File: config.mk
export PLATFORM = sky130hd
export DESIGN_NAME = sequential_divider
export DESIGN_NICKNAME = d
export VERILOG_FILES = /design/src/rtl/sequential_divider.sv
export SDC_FILE = /design/constraint.sdc
export NUM_CORES = 1
export LEC_CHECK = 0
export CAP_MARGIN = 20
export CORE_MARGIN = 1
export CORE_UTILIZATION = 30
export DETAILED_ROUTE_END_ITERATION = 8
export GPL_TIMING_DRIVEN = 0
export PLACE_DENSITY = 0.51
export SYNTH_ARGS = -nofsm -noshare
export SYNTH_HDL_FRONTEND = slang
export SYNTH_SLANG_ARGS = --single-unit
File: constraint.sdc
create_clock -name clk -period 4.2 [get_ports clk]
set_input_delay 0.84 -clock clk [delete_from_list [all_inputs] [get_ports clk]]
set_output_delay 0.84 -clock clk [all_outputs]
set_load 0.03 [all_outputs]
File: src/rtl/sequential_divider.sv
// rtl/sequential_divider.sv - iterative radix-2 restoring divider with signed/unsigned modes
module sequential_divider #(
  parameter int WIDTH = 32
) (
  input  logic             clk,
  input  logic             rst_n,
  input  logic             start,
  input  logic             signed_op,
  input  logic [WIDTH-1:0] dividend,
  input  logic [WIDTH-1:0] divisor,
  output logic             busy,
  output logic             done,
  output logic [WIDTH-1:0] quotient,
  output logic [WIDTH-1:0] remainder,
  output logic             div_by_zero
);

  typedef enum logic [1:0] {IDLE, CALC, FIX, DONE} state_t;

  localparam int CW = $clog2(WIDTH);
  localparam logic [CW-1:0] LAST = CW'(WIDTH - 1);

  state_t           state;
  logic [CW-1:0]    count;
  logic [WIDTH-1:0] rem;
  logic [WIDTH-1:0] quo;
  logic [WIDTH-1:0] dvs_mag;
  logic [WIDTH-1:0] dvd_orig;
  logic             neg_q;
  logic             neg_r;
  logic             zero_div;
  logic [WIDTH:0]   shifted;
  logic [WIDTH:0]   trial;

  // Unsigned WIDTH-bit magnitude, so the most negative value maps to 2^(WIDTH-1) exactly.
  function automatic logic [WIDTH-1:0] mag(input logic [WIDTH-1:0] x, input logic s);
    return (s && x[WIDTH-1]) ? -x : x;
  endfunction

  always_comb begin
    shifted = {rem, quo[WIDTH-1]};
    trial   = shifted - {1'b0, dvs_mag};
  end

  // busy/done are registered from the state, so they trail it by one cycle.
  always_ff @(posedge clk or negedge rst_n) begin
    if (!rst_n) begin
      state       <= IDLE;
      count       <= '0;
      rem         <= '0;
      quo         <= '0;
      dvs_mag     <= '0;
      dvd_orig    <= '0;
      neg_q       <= 1'b0;
      neg_r       <= 1'b0;
      zero_div    <= 1'b0;
      busy        <= 1'b0;
      done        <= 1'b0;
      quotient    <= '0;
      remainder   <= '0;
      div_by_zero <= 1'b0;
    end else begin
      busy <= (state == CALC) || (state == FIX);
      done <= (state == DONE);
      case (state)
        IDLE: begin
          if (start) begin
            rem      <= '0;
            quo      <= mag(dividend, signed_op);
            dvs_mag  <= mag(divisor, signed_op);
            dvd_orig <= dividend;
            neg_q    <= signed_op & (dividend[WIDTH-1] ^ divisor[WIDTH-1]);
            neg_r    <= signed_op & dividend[WIDTH-1];
            zero_div <= (divisor == '0);
            count    <= '0;
            state    <= CALC;
          end
        end
        CALC: begin
          if (!trial[WIDTH]) begin
            rem <= trial[WIDTH-1:0];
            quo <= {quo[WIDTH-2:0], 1'b1};
          end else begin
            rem <= shifted[WIDTH-1:0];
            quo <= {quo[WIDTH-2:0], 1'b0};
          end
          count <= count + CW'(1);
          if (count == LAST) state <= FIX;
        end
        FIX: begin
          // A zero divisor bypasses sign correction: all-ones quotient, untouched dividend.
          quotient    <= zero_div ? '1 : (neg_q ? -quo : quo);
          remainder   <= zero_div ? dvd_orig : (neg_r ? -rem : rem);
          div_by_zero <= zero_div;
          state       <= DONE;
        end
        DONE: state <= IDLE;
        default: state <= IDLE;
      endcase
    end
  end

endmodule

Word level (Yosys, flattened, before mapping)
Index checks and enable logic that the tools add are counted.
- add/subtract/negate cells: 6
- muxes and demuxes: 17
- bitwise logic cells: 3
- equality and inequality tests: 6
- reductions and logical operators: 9
- operator list (kind ; number):
    32-bit 2-to-1 mux ; 9
    32-bit negation ; 4
    32-bit case mux with 2 select lines ; 2
    33-bit by 32-bit subtractor with 33-bit output ; 1
    32-bit zero test ; 1
    5-bit case mux with 2 select lines ; 1
    2-bit case mux with 4 select lines ; 1
    2-bit AND reduction ; 3
    5-bit by 1-bit adder with 5-bit output (second input constant) ; 1
    5-bit equality test (second input constant) ; 1
    5-bit 2-to-1 mux ; 1
    2-bit equality test (second input constant) ; 2
    2-bit 2-to-1 mux ; 2
    1-bit bitwise AND ; 2
    2-bit by 1-bit equality test with 1-bit output (second input constant) ; 1
    1-bit logical AND ; 2
    2-bit zero test ; 1
    2-bit by 1-bit != test with 1-bit output (second input constant) ; 1
    2-bit != test (second input constant) ; 1
    2-bit nonzero test ; 1
    1-bit logical OR ; 1
    1-bit 2-to-1 mux ; 1
    1-bit XOR ; 1
- bits in registers: 205
- logic and storage cells: 55
- output and inout port bits: 67

Longest topological paths before layout
Gate-level depths: netlist of the first run.
- depth in word-level cells: 4
- depth in mapped cells: 14
- depth with buffers taken out: 12

Worst setup path before layout of the first run
OpenSTA, ideal clock, no wires.
- path type: flip-flop to flip-flop
- start: register quo[31]
- end: register rem[13]
- stages on the path, launching flop included: 15
- arrival: 3269 ps
- required time: 4074 ps
- clock period less this slack: 3395 ps
- slack: 805 ps
- cells stage by stage: dfrtp_1 > inv_1 > ha_1 > fa_1 > nand2b_1 > a21oi_1 > o21ai_0 > o21ai_0 > a21oi_1 > o31ai_1 > xor2_1 > buf_2 > buf_1 > nor2_1 > a221o_1
- word-level cells in the longest chain between the ends: 3
- ends and longest elaborated chain (item ; RTL line ; source):
    from (decl) ; 26 ; logic [WIDTH-1:0] quo;
    from (signal assigned) ; 69 ; quo <= mag(dividend, signed_op);
    from (signal assigned) ; 82 ; quo <= {quo[WIDTH-2:0], 1'b1};
    from (signal assigned) ; 85 ; quo <= {quo[WIDTH-2:0], 1'b0};
    33-bit by 32-bit subtractor with 33-bit output ; 42 ; trial = shifted - {1'b0, dvs_mag};
    32-bit 2-to-1 mux ; 80 ; if (!trial[WIDTH]) begin
    32-bit case mux with 2 select lines ; 65 ; case (state)
    to (signal assigned) ; 81 ; rem <= trial[WIDTH-1:0];
    to (signal assigned) ; 84 ; rem <= shifted[WIDTH-1:0];
    to (decl) ; 25 ; logic [WIDTH-1:0] rem;
No other way between the ends.
A chain may end at the register's enable or synchronous reset.

Worst setup path after layout of the first run
- start: register quo[31]
- end: register rem[18]
The elaborated chain is that of the path after synthesis.

==> results of run 1 <==
==> state kept, by name (all words and copies together), names as in the netlist, 2 cells and up <==
register	flops
rem	32
dvs_mag	32
dvd_orig	32
quotient	32
count	5
quo	32
state	2
remainder	32
==> metal layers <==
layer | up-vias | global-route usage, % | routed length [µm]
met5 | - | 0 | 0
met4 | 0 | 3.60 | 651
met3 | 49 | 1.91 | 1090
met2 | 198 | 30.1 | 18100
met1 | 4994 | 22.9 | 17600
li1 | 5349 | - | -
==> what timing repair did <==
item	4_1_cts	5_1_grt
hold endpoints to repair	0	0
endpoints found under the setup margin	25	25
resized for setup	3	6
==> path summary, 6_finish.rpt <==
check | cells past startpoint | slack, ps | startpoint | to
max in group asynchronous | 2 | 2840 | rst_n | quotient[24]
max reg2reg | 14 | 220 | quo[31] | rem[18]
max | 14 | 220 | quo[31] | rem[18]
min reg2reg | 2 | 470 | dvs_mag[10] | dvs_mag[10]
min in group clk | 2 | 470 | dvs_mag[10] | dvs_mag[10]
min | 1 | 310 | rst_n | dvs_mag[29]
==> cells in the final DEF, fill, tap and decap left out, drive strengths merged, types with 7 or more instances in the layout <==
| cell | netlist | final |
|---|---|---|
| nor2 | 109 | 109 |
| o21ai | 172 | 172 |
| xnor2 | 39 | 39 |
| inv | 53 | 54 |
| xor2 | 104 | 104 |
| clkdlybuf4s50 | 0 | 133 |
| nand3 | 16 | 16 |
| nand2 | 188 | 188 |
| nor4 | 7 | 7 |
| mux2 | 58 | 58 |
| nor3 | 24 | 24 |
| or3 | 13 | 13 |
| a21oi | 113 | 113 |
| a21o | 10 | 10 |
| nand2b | 12 | 12 |
| nor2b | 13 | 13 |
| mux2i | 31 | 31 |
| a31oi | 8 | 8 |
| o31ai | 30 | 30 |
| o41ai | 16 | 16 |
| clkbuf | 63 | 102 |
| dfrtp | 205 | 205 |
| ha | 42 | 42 |
| or4 | 17 | 17 |
| buf | 11 | 11 |
==> per-stage QoR <==
step	hold slack (ps)	instance area (µm²)	util, %
2_1_floorplan	450	12600	-
3_3_place_gp	466	14700	35.6
3_5_place_dp	471	14700	35.6
4_1_cts	344	15500	37.5
5_1_grt	369	15500	37.5
6_report	310	15500	37.5
==> logic make-up (layout without fill, tap and decap cells) <==
group | count (synthesis) | in the layout
adders and majority gates | 43 | 43
muxes | 89 | 89
buffers and inverters | 127 | 303
xor gates and xnor gates | 143 | 143
DFF | 205 | 205
AOI/OAI and AO/OA | 402 | 402
and+or+nand+nor | 418 | 418
==> layout make-up <==
type	instances	area, µm²
clock buffer	37	741
fill	4249	25700
timing repair buffer	135	1370
inverter	53	199
tap	532	666
buffer	74	290
clock inverter	4	35.0
multi-input combinational	1095	7040
sequential	205	5130
==> report_power, final <==
part	switching [mW]	internal [mW]
logic	4.26	2.91
registers	0.798	2.87
clock network	0.847	1.21
total	5.90	7.00
==> worst max-delay path, cell delays in order, from the launching register on <==
cell and delay, ps:
dfrtp_1 320, inv_1 150, ha_1 280, fa_1 370, nand2b_1 200, a21oi_1 230, o21ai_0 230, o21ai_1 310
a21oi_1 200, o31ai_1 360, xor2_1 320, buf_4 290, clkbuf_4 270, nor2_1 70, a221o_1 250
==> metrics.md, run 1 <==
| Metric | Value |
|---|---|
| Outcome | `completed` |
| First-pass GRT wire length | `59200 µm` |
| Full die area | `43000 µm²` |
| # clock sinks | `205` |
| I/O pin cnt | `approximately 140` |
| Number of enable flip-flop cells after synthesis | `0` |
| Worst setup SP type | `flop` |
| Chip width | `207 µm` |
| Unique masters post-synth | `62` |
| Worst ir drop on vdd | `294 µV` |
| Avg Inst Size Synth | `8.86 µm²` |
| Fmax | `251 MHz` |
| Layout cell share with drive strength beyond 1 | `slightly above 7%` |
| Post-CTS Setup Inserts | `0` |
| Num CTS Buffers | `25` |
| Standard-cell rows | `74` |
| Via-to-Cell Ratio | `between 4 and 5` |
| Synth top area cells | `dfrtp_1, xor2_1, o21ai_0` |
| Input/output buffers | `134` |
| Antenna violations before repair | `0` |
| Final hold vios | `0` |
| Root Buffer | `clkbuf_16` |
| Multiplexer area fraction after synthesis | `~7.6%` |
| Antenna diode count | `0` |
| Reg clk slew, reported paths | `60 ps` |
| Post-Synth Adder-Cell Area | `4.31%` |
| Inst Count DP | `2094` |
| CTS Buffer Depth | `3` |
| Slew HR | `46.1%` |
| Most frequent cell after synthesis | `dfrtp_1` |
| Initial Util | `30.7%` |
| Mapped Area | `12600 µm²` |
| Leakage power | `6.44 nW` |
| Hold_buf cts | `0` |
| Yosys top cell area share | `40.6%` |
| Area growth, synth to finish | `22.4%` |
| Final wirelength | `roughly 37000 µm` |
| Residual DRC | `0` |
| Initial DRT Pass Iterations | `5` |
| Synth Area in Compound Gates | `18.8%` |
| Synth Warn # | `0` |
| Max_cap viols | `0` |
| Routed wire per std cell | `about 18 µm` |
| Number of global-route vias before repair | `10.5k` |
| CP Data Required Time | `4620 ps` |
| RSZ-0062 raised after global routing | `false` |
| Pre-CTS setup slack | `-355 ps` |
| Synth Area in XOR/XNOR | `9.91%` |
| Post-route minimum period | `3980 ps` |
| Setup CP Type | `reg2reg` |
| Core Area | `41200 µm²` |
| CP Max Fanout | `10` |
| Synth Net Count | `1538` |
| Total GRT Usage | `17.2%` |
| Estimated wirelength of the detail-placed design | `29200 µm` |
| Total negative setup slack | `0 ps` |
| CTS H-Tree Depth | `1` |
| Synth Instances | `1427` |
| Synth area leader | `dfrtp_1` |
| #FFs+latches synth | `205` |
| Setup crit end kind | `flop` |
| Skew final | `~19 ps` |
| Actual slew at the worst max-slew pin | `809 ps` |
| Seq/Total Area, Yosys | `40.6%` |
| Hold Crit Class | `in2async` |
| Largest net degree at the start of global routing | `about 120` |
| Post-Synth Simple-Gate Area | `15.0%` |
| Share of flip-flops with an asynchronous set or reset | `100%` |
| Routed Antenna Nets | `0` |
| Top FF cell, synth | `dfrtp_1` |
| Period utilization | `94.7%` |
| Final Instance Count excl. Fillers | `2135` |
| Total gr overflow | `0` |
| Via count | `10.6k` |
| Starting DRT DRC Count | `about 640` |
| Worst Slack Setup Final | `between 200 and 250 ps` |
| Overall power | `12.9 mW` |
| CTS tree | `done` |
| Setup-failing EPs final | `0` |
| Layout Nets | `roughly 1.7k` |
| Data arrival, critical path | `4400 ps` |
| Final GP Congestion | `0.903` |
| Power per cell area | `approximately 830 nW/µm²` |
| Most frequent cells after synthesis | `dfrtp_1, nand2_1, o21ai_0` |
| Die H | `207 µm` |
| Largest family of logic cells by synthesized area | `compound AO/OA/AOI/OAI gates` |
| Slew Viols, Final | `0` |
| Clk_lat worst skew | `550 ps` |
Note: power is estimated with default switching activity, not from simulation.
==> inputs of run 2 (changes only) <==
--- a/config.mk
+++ b/config.mk
@@ -6,7 +6,7 @@
 export NUM_CORES = 1
 export LEC_CHECK = 0
 export CAP_MARGIN = 20
-export CORE_MARGIN = 1
+export CORE_MARGIN = 2
 export CORE_UTILIZATION = 30
 export DETAILED_ROUTE_END_ITERATION = 8
 export GPL_TIMING_DRIVEN = 0
==> metrics.md, run 2 (synthesis results as in run 1) <==
| Metric | Value |
|---|---|
| Overall power | `13.2 mW (+2.3%)` |
| Internal | `7.23 mW (+3.3%)` |
| Reg2reg end | `rem[13]` |
| Stages on worst setup path | `14 (unchanged)` |
| Reg clk slew, reported paths | `60 ps (about the same)` |
| Critical path buffers and inverters | `3 (unchanged)` |
| Via count | `10.7k (+0.64%)` |
| Input/output buffers | `134 (unchanged)` |
| Fmax | `255 MHz (+1.4%)` |
| RSZ-0062 raised after global routing | `false` |
| Outcome | `completed` |
| Switching power | `5.96 mW (+1.1%)` |
| Commonest non-fill, non-tap cells in the layout | `dfrtp_1, nand2_1, o21ai_0, clkdlybuf4s50_1, a21oi_1` |
| Num CTS Buffers | `26 (+4.0%)` |
| Routed Antenna Nets | `0 (unchanged)` |
| Final wirelength | `38400 µm (+2.4%)` |
| Setup crit end kind | `flop` |
| Residual DRC | `0 (unchanged)` |
| Max_cap viols | `0 (unchanged)` |
| Chip width | `209 µm (+0.96%)` |
| Estimated wirelength of the detail-placed design | `29600 µm (+1.4%)` |
| Total GRT Usage | `17.4% (+0.18 points)` |
| CTS Buffer Depth | `3 (unchanged)` |
| Skew final | `9.02 ps (-9.63 ps)` |
| Cell mode on critical path | `a21oi_1` |
| Seq pwr share | `27.8% (-0.7 points)` |
| Leakage power | `6.52 nW (+1.1%)` |
| Total gr overflow | `0 (unchanged)` |
| Sw Share | `45.2% (-0.54 points)` |
| Post-CTS Setup Inserts | `0 (unchanged)` |
| Comb pwr share | `54.6% (-1.0 points)` |
| Post-route minimum period | `3920 ps (-53.1 ps)` |
| CTS H-Tree Depth | `1 (unchanged)` |
| Crit path from | `quo[31]` |
| Antenna violations before repair | `0 (unchanged)` |
| Via-to-Cell Ratio | `4.96 (about the same)` |
| Slew Viols, Final | `0 (unchanged)` |
| Starting DRT DRC Count | `584 (-8.5%)` |
| Reg2Reg Setup Slack | `280 ps (+50 ps)` |
| Actual slew at the worst max-slew pin | `886 ps (+77.1 ps)` |
| Crit Reg-Reg Startpoint | `quo[31]` |
| Area growth, synth to finish | `23.6%` |
| Antenna diode count | `0 (unchanged)` |
| Worst setup SP type | `flop` |
| Period utilization | `93.4% (-1.3 points)` |
| Final GP Congestion | `0.883 (-2.2%)` |
| Core Area | `41800 µm² (+1.4%)` |
| CP Data Required Time | `4620 ps (about the same)` |
| Post-Route Utilization | `37.4% (-0.11 points)` |
| # clock sinks | `205 (unchanged)` |
| Full die area | `43800 µm² (+1.9%)` |
| Routed wire per std cell | `17.9 µm (+1.7%)` |
| Slew HR | `40.9% (-5.1 points)` |
| Final hold vios | `0 (unchanged)` |
| Clk_lat worst skew | `540 ps (about the same)` |
| Setup-failing EPs final | `0 (unchanged)` |
| Worst ir drop on vdd | `391 µV (+33%)` |
| Initial Util | `30.3% (-0.41 points)` |
| Crit path max-delay family | `compound AO/OA/AOI/OAI gates` |
| Setup crit end | `rem[13]` |
| Data arrival, critical path | `4350 ps (-50 ps)` |
| CP peak stage delay | `370 ps (about the same)` |
| CTS tree | `done` |
| First-pass GRT wire length | `60300 µm (+2.0%)` |
| Largest net degree at the start of global routing | `116 (-1.7%)` |
| Clock share of power | `17.6% (+1.6 points)` |
| Standard-cell rows | `75 (+1.4%)` |
| Die H | `209 µm (+0.96%)` |
| Initial DRT Pass Iterations | `4 (-1)` |
| Power per cell area | `844 nW/µm² (+1.2%)` |
| CP max-delay cell | `fa_1` |
| CP Max Fanout | `10 (unchanged)` |
| Root Buffer | `clkbuf_16` |
| Reg2reg path depth | `14 (unchanged)` |
| Layout cell share with drive strength beyond 1 | `7.51% (+0.46 points)` |
| I/O pin cnt | `135 (unchanged)` |
| Layout Nets | `1702 (+0.12%)` |
| Leading cell type in the layout, fill and taps excluded | `dfrtp_1` |
| Number of global-route vias before repair | `10.8k (+2.8%)` |
| Setup CP Type | `reg2reg` |
| Worst-path cell chain | `inv_1, ha_1, fa_1, nand2b_1, a21oi_1, o21ai_0, o21ai_2, a21oi_1, o31ai_1, xor2_1, buf_4, clkbuf_4, nor2_1, a221o_1` |
| Hold Crit Class | `in2async` |
==> run 2: power by group through the flow <==
stage	registers [mW]	logic (mW)	clock network [mW]
after floorplan	4.02	4.50	0
after global placement	3.68	7.13	0
after CTS	3.67	7.24	2.38
after detailed placement	3.70	7.20	0
after global routing	3.81	7.99	2.46
final	3.67	7.20	2.32
==> run 2: stage by stage <==
stage	area (µm²)	std cells	hold slack, ps	setup WS (ps)	TNS, ps
2_1_floorplan	12600	1427	450	805	0
3_3_place_gp	14700	2100	466	-6690	-1373150
3_5_place_dp	14700	2102	471	-412	-5810
4_1_cts	15600	2150	367	86.1	0
5_1_grt	15600	2150	384	43.8	0
6_report	15600	2150	338	275	0
==> run 2: worst min path at each step <==
| stage | cells after the start | slack, ps | start | end |
|---|---|---|---|---|
| after CTS | 2 | 370 | rst_n | zero_div |
| after detailed placement | 2 | 470 | dvs_mag[19] | dvs_mag[19] |
| after floorplan | 2 | 450 | dvd_orig[0] | dvd_orig[0] |
| after global placement | 2 | 470 | dvs_mag[22] | dvs_mag[22] |
| after global routing | 2 | 380 | rst_n | dvs_mag[30] |
| final | 2 | 340 | rst_n | dvs_mag[27] |
==> run 2: worst reg2reg max path: cells and delay by family, from the launching register on <==
| family | cells | cell delay [ps] |
|---|---|---|
| buffers and inverters | 3 | 730 |
| xor gates and xnor gates | 1 | 320 |
| DFF | 1 | 320 |
| and+or+nand+nor | 2 | 270 |
| adders and majority gates | 2 | 660 |
| AOI/OAI and AO/OA | 6 | 1500 |
==> run 2: final cells by class <==
| cell class | count | area [µm²] |
|---|---|---|
| Fill cell | 4253 | 26100 |
| Multi-Input combinational cell | 1095 | 7040 |
| Sequential cell | 205 | 5130 |
| Timing Repair Buffer | 136 | 1400 |
| Clock buffer | 41 | 808 |
| Tap cell | 539 | 674 |
| Buffer | 74 | 290 |
| Inverter | 53 | 199 |
| Clock inverter | 7 | 88.8 |
==> run 2: per-layer routing <==
metal	track usage [%]	share of wire, %	vias up
met5	0	0	-
met4	4.61	2.3	0
met3	2.62	4.0	53
met2	29.9	48	213
met1	22.9	46	5029
li1	-	-	5363
==> run 2: repair_timing <==
item                                    4_1_cts  5_1_grt
endpoints found under the setup margin       25       25
hold buffers                                  0        0
gates resized for setup                       4        5
==> inputs of run 3 (changes only) <==
--- a/config.mk
+++ b/config.mk
@@ -9,7 +9,9 @@
 export CORE_MARGIN = 2
 export CORE_UTILIZATION = 30
 export DETAILED_ROUTE_END_ITERATION = 8
+export GPL_ROUTABILITY_DRIVEN = 0
 export GPL_TIMING_DRIVEN = 0
+export HOLD_SLACK_MARGIN = 0.1
 export PLACE_DENSITY = 0.51
 export SYNTH_ARGS = -nofsm -noshare
 export SYNTH_HDL_FRONTEND = slang
==> metrics.md, run 3 (synthesis results as in run 1) <==
| Metric | Value |
|---|---|
| Outcome | `completed` |
| # clock sinks | `205 (unchanged)` |
| I/O pin cnt | `135 (unchanged)` |
| Num CTS Buffers | `26 (unchanged)` |
| Total GRT Usage | `17.3% (-0.13 points)` |
| Worst ir drop on vdd | `301 µV (-23%)` |
| Initial Util | `30.3% (unchanged)` |
| Final wirelength | `37700 µm (-1.9%)` |
| Slew Viols, Final | `0 (unchanged)` |
| Switching power | `5.91 mW (-0.91%)` |
| Max_cap viols | `0 (unchanged)` |
| Overall power | `13.0 mW (-1.2%)` |
| Reg clk slew, reported paths | `60 ps (about the same)` |
| Input/output buffers | `134 (unchanged)` |
| Seq pwr share | `28.2% (+0.4 points)` |
| CTS Buffer Depth | `3 (unchanged)` |
| Final hold vios | `0 (unchanged)` |
| Period utilization | `95.3% (+1.9 points)` |
| Data arrival, critical path | `4390 ps (+40 ps)` |
| Clk_lat worst skew | `540 ps (about the same)` |
| Die H | `209 µm (unchanged)` |
| Skew final | `17.4 ps (+8.34 ps)` |
| CP Max Fanout | `10 (unchanged)` |
| Chip width | `209 µm (unchanged)` |
| Actual slew at the worst max-slew pin | `850 ps (-36.6 ps)` |
| RSZ-0062 raised after global routing | `false` |
| Full die area | `43800 µm² (unchanged)` |
| Setup CP Type | `reg2reg` |
| Hold Crit Class | `in2async` |
| Power per cell area | `837 nW/µm² (-0.86%)` |
| Starting DRT DRC Count | `571 (-2.2%)` |
| Reg2Reg Setup Slack | `200 ps (-80 ps)` |
| Setup crit end kind | `flop` |
| Inst Count DP | `2102 (unchanged)` |
| Root Buffer | `clkbuf_16` |
| Fmax | `250 MHz (-2.0%)` |
| Post-CTS Setup Inserts | `0 (unchanged)` |
| Post-Route Utilization | `37.3% (-0.13 points)` |
| Via count | `10.6k (-0.20%)` |
| Total gr overflow | `0 (unchanged)` |
| Clock share of power | `16.9% (-0.7 points)` |
| Layout cell share with drive strength beyond 1 | `7.40% (-0.11 points)` |
| Core Area | `41800 µm² (unchanged)` |
| Leading cell type in the layout, fill and taps excluded | `dfrtp_1` |
| Post-route minimum period | `4000 ps (+78.8 ps)` |
| Largest net degree at the start of global routing | `88 (-24%)` |
| Pre-CTS setup slack | `-347 ps (+65.2 ps)` |
| Final Instance Count excl. Fillers | `2148 (-0.093%)` |
| Setup-failing EPs final | `0 (unchanged)` |
| Standard-cell rows | `75 (unchanged)` |
| CTS H-Tree Depth | `1 (unchanged)` |
| Antenna violations before repair | `1 (+1)` |
| Sw Share | `45.3% (+0.13 points)` |
| Routed Antenna Nets | `0 (unchanged)` |
| Slew HR | `43.3% (+2.4 points)` |
| Area growth, synth to finish | `23.2%` |
| Comb pwr share | `54.9% (+0.3 points)` |
| Via-to-Cell Ratio | `4.95 (-0.10%)` |
| Worst Slack Setup Final | `196 ps (-78.8 ps)` |
| Commonest non-fill, non-tap cells in the layout | `dfrtp_1, nand2_1, o21ai_0, clkdlybuf4s50_1, a21oi_1` |
| CTS tree | `done` |
| Number of global-route vias before repair | `10.9k (+0.58%)` |
| Antenna diode count | `0 (unchanged)` |
| Estimated wirelength of the detail-placed design | `29400 µm (-0.58%)` |
| Layout Nets | `1702 (unchanged)` |
| Residual DRC | `0 (unchanged)` |
| Initial DRT Pass Iterations | `5 (+1)` |
| Routed wire per std cell | `17.5 µm (-1.8%)` |
| Post-route design area | `15600 µm² (-0.34%)` |
| Worst setup SP type | `flop` |
| First-pass GRT wire length | `60300 µm (about the same)` |
| CP Data Required Time | `4590 ps (-30 ps)` |
| Leakage power | `6.49 nW (-0.41%)` |
| Post-DP Area | `14700 µm² (unchanged)` |
| Internal | `7.12 mW (-1.4%)` |
-- run 3: cell count changes in the layout (fill, tap and decap cells not counted), sizes merged --
cell      previous run  this run
bufinv               2         1
clkbuf             106       103
clkinvlp             0         1
inv                 53        54
-- run 3: layout make-up --
class,count,area [µm²]
plain buffers,74,290
clock buffers,38,777
clock inverters,8,71.3
fillers,4313,26200
inverters,53,199
multi-input cells,1095,7040
flip-flops and latches,205,5130
well taps,539,674
repair buffers,136,1400
-- run 3: final timing paths --
kind,start,to,depth (start not counted)
min in group clk,dvs_mag[26],dvs_mag[26],2
max in group asynchronous,rst_n,rem[6],3
max,quo[31],rem[24],14
min,rst_n,dvs_mag[27],1
max reg2reg,quo[31],rem[24],14
min reg2reg,dvs_mag[26],dvs_mag[26],2
-- run 3: per-layer routing --
metal | track usage (%) | vias to the layer above | wire [µm]
li1 | - | 5355 | -
met1 | 22.8 | 5006 | 17400
met2 | 30.2 | 231 | 18000
met3 | 2.01 | 45 | 1480
met4 | 4.06 | 0 | 760
met5 | 0 | - | 0
-- run 3: through the flow --
| step | hold slack (ps) | setup TNS (ps) |
|---|---|---|
| after CTS | 159 | 0 |
| after detailed placement | 471 | -4360 |
| final | 164 | 0 |
| after global placement | 465 | -1381120 |
| after floorplan | 450 | 0 |
| after global routing | 177 | 0 |
-- run 3: repair_timing --
action                     in CTS  in global routing
hold endpoints to repair        0                  0
setup endpoints to repair      25                 25
hold buffers                    0                  0
resized for setup               3                  6
-- run 3: critical path, stage by stage (launching register included) --
cell and delay [ps]:
dfrtp_1 330, inv_1 170, ha_1 290, fa_1 370, nand2b_1 200, a21oi_1 220, o21ai_0 220, o21ai_1 310
a21oi_1 210, o31ai_1 320, xor2_1 320, buf_4 290, clkbuf_4 270, mux2i_1 210, o21ai_0 100
-- run 3: power by group through the flow --
stage | sequential (mW) | combinational [mW] | clock (mW)
after CTS | 3.68 | 7.21 | 2.26
final | 3.68 | 7.15 | 2.20
after floorplan | 4.02 | 4.50 | 0
after global placement | 3.68 | 7.08 | 0
after detailed placement | 3.70 | 7.17 | 0
after global routing | 3.82 | 7.97 | 2.35
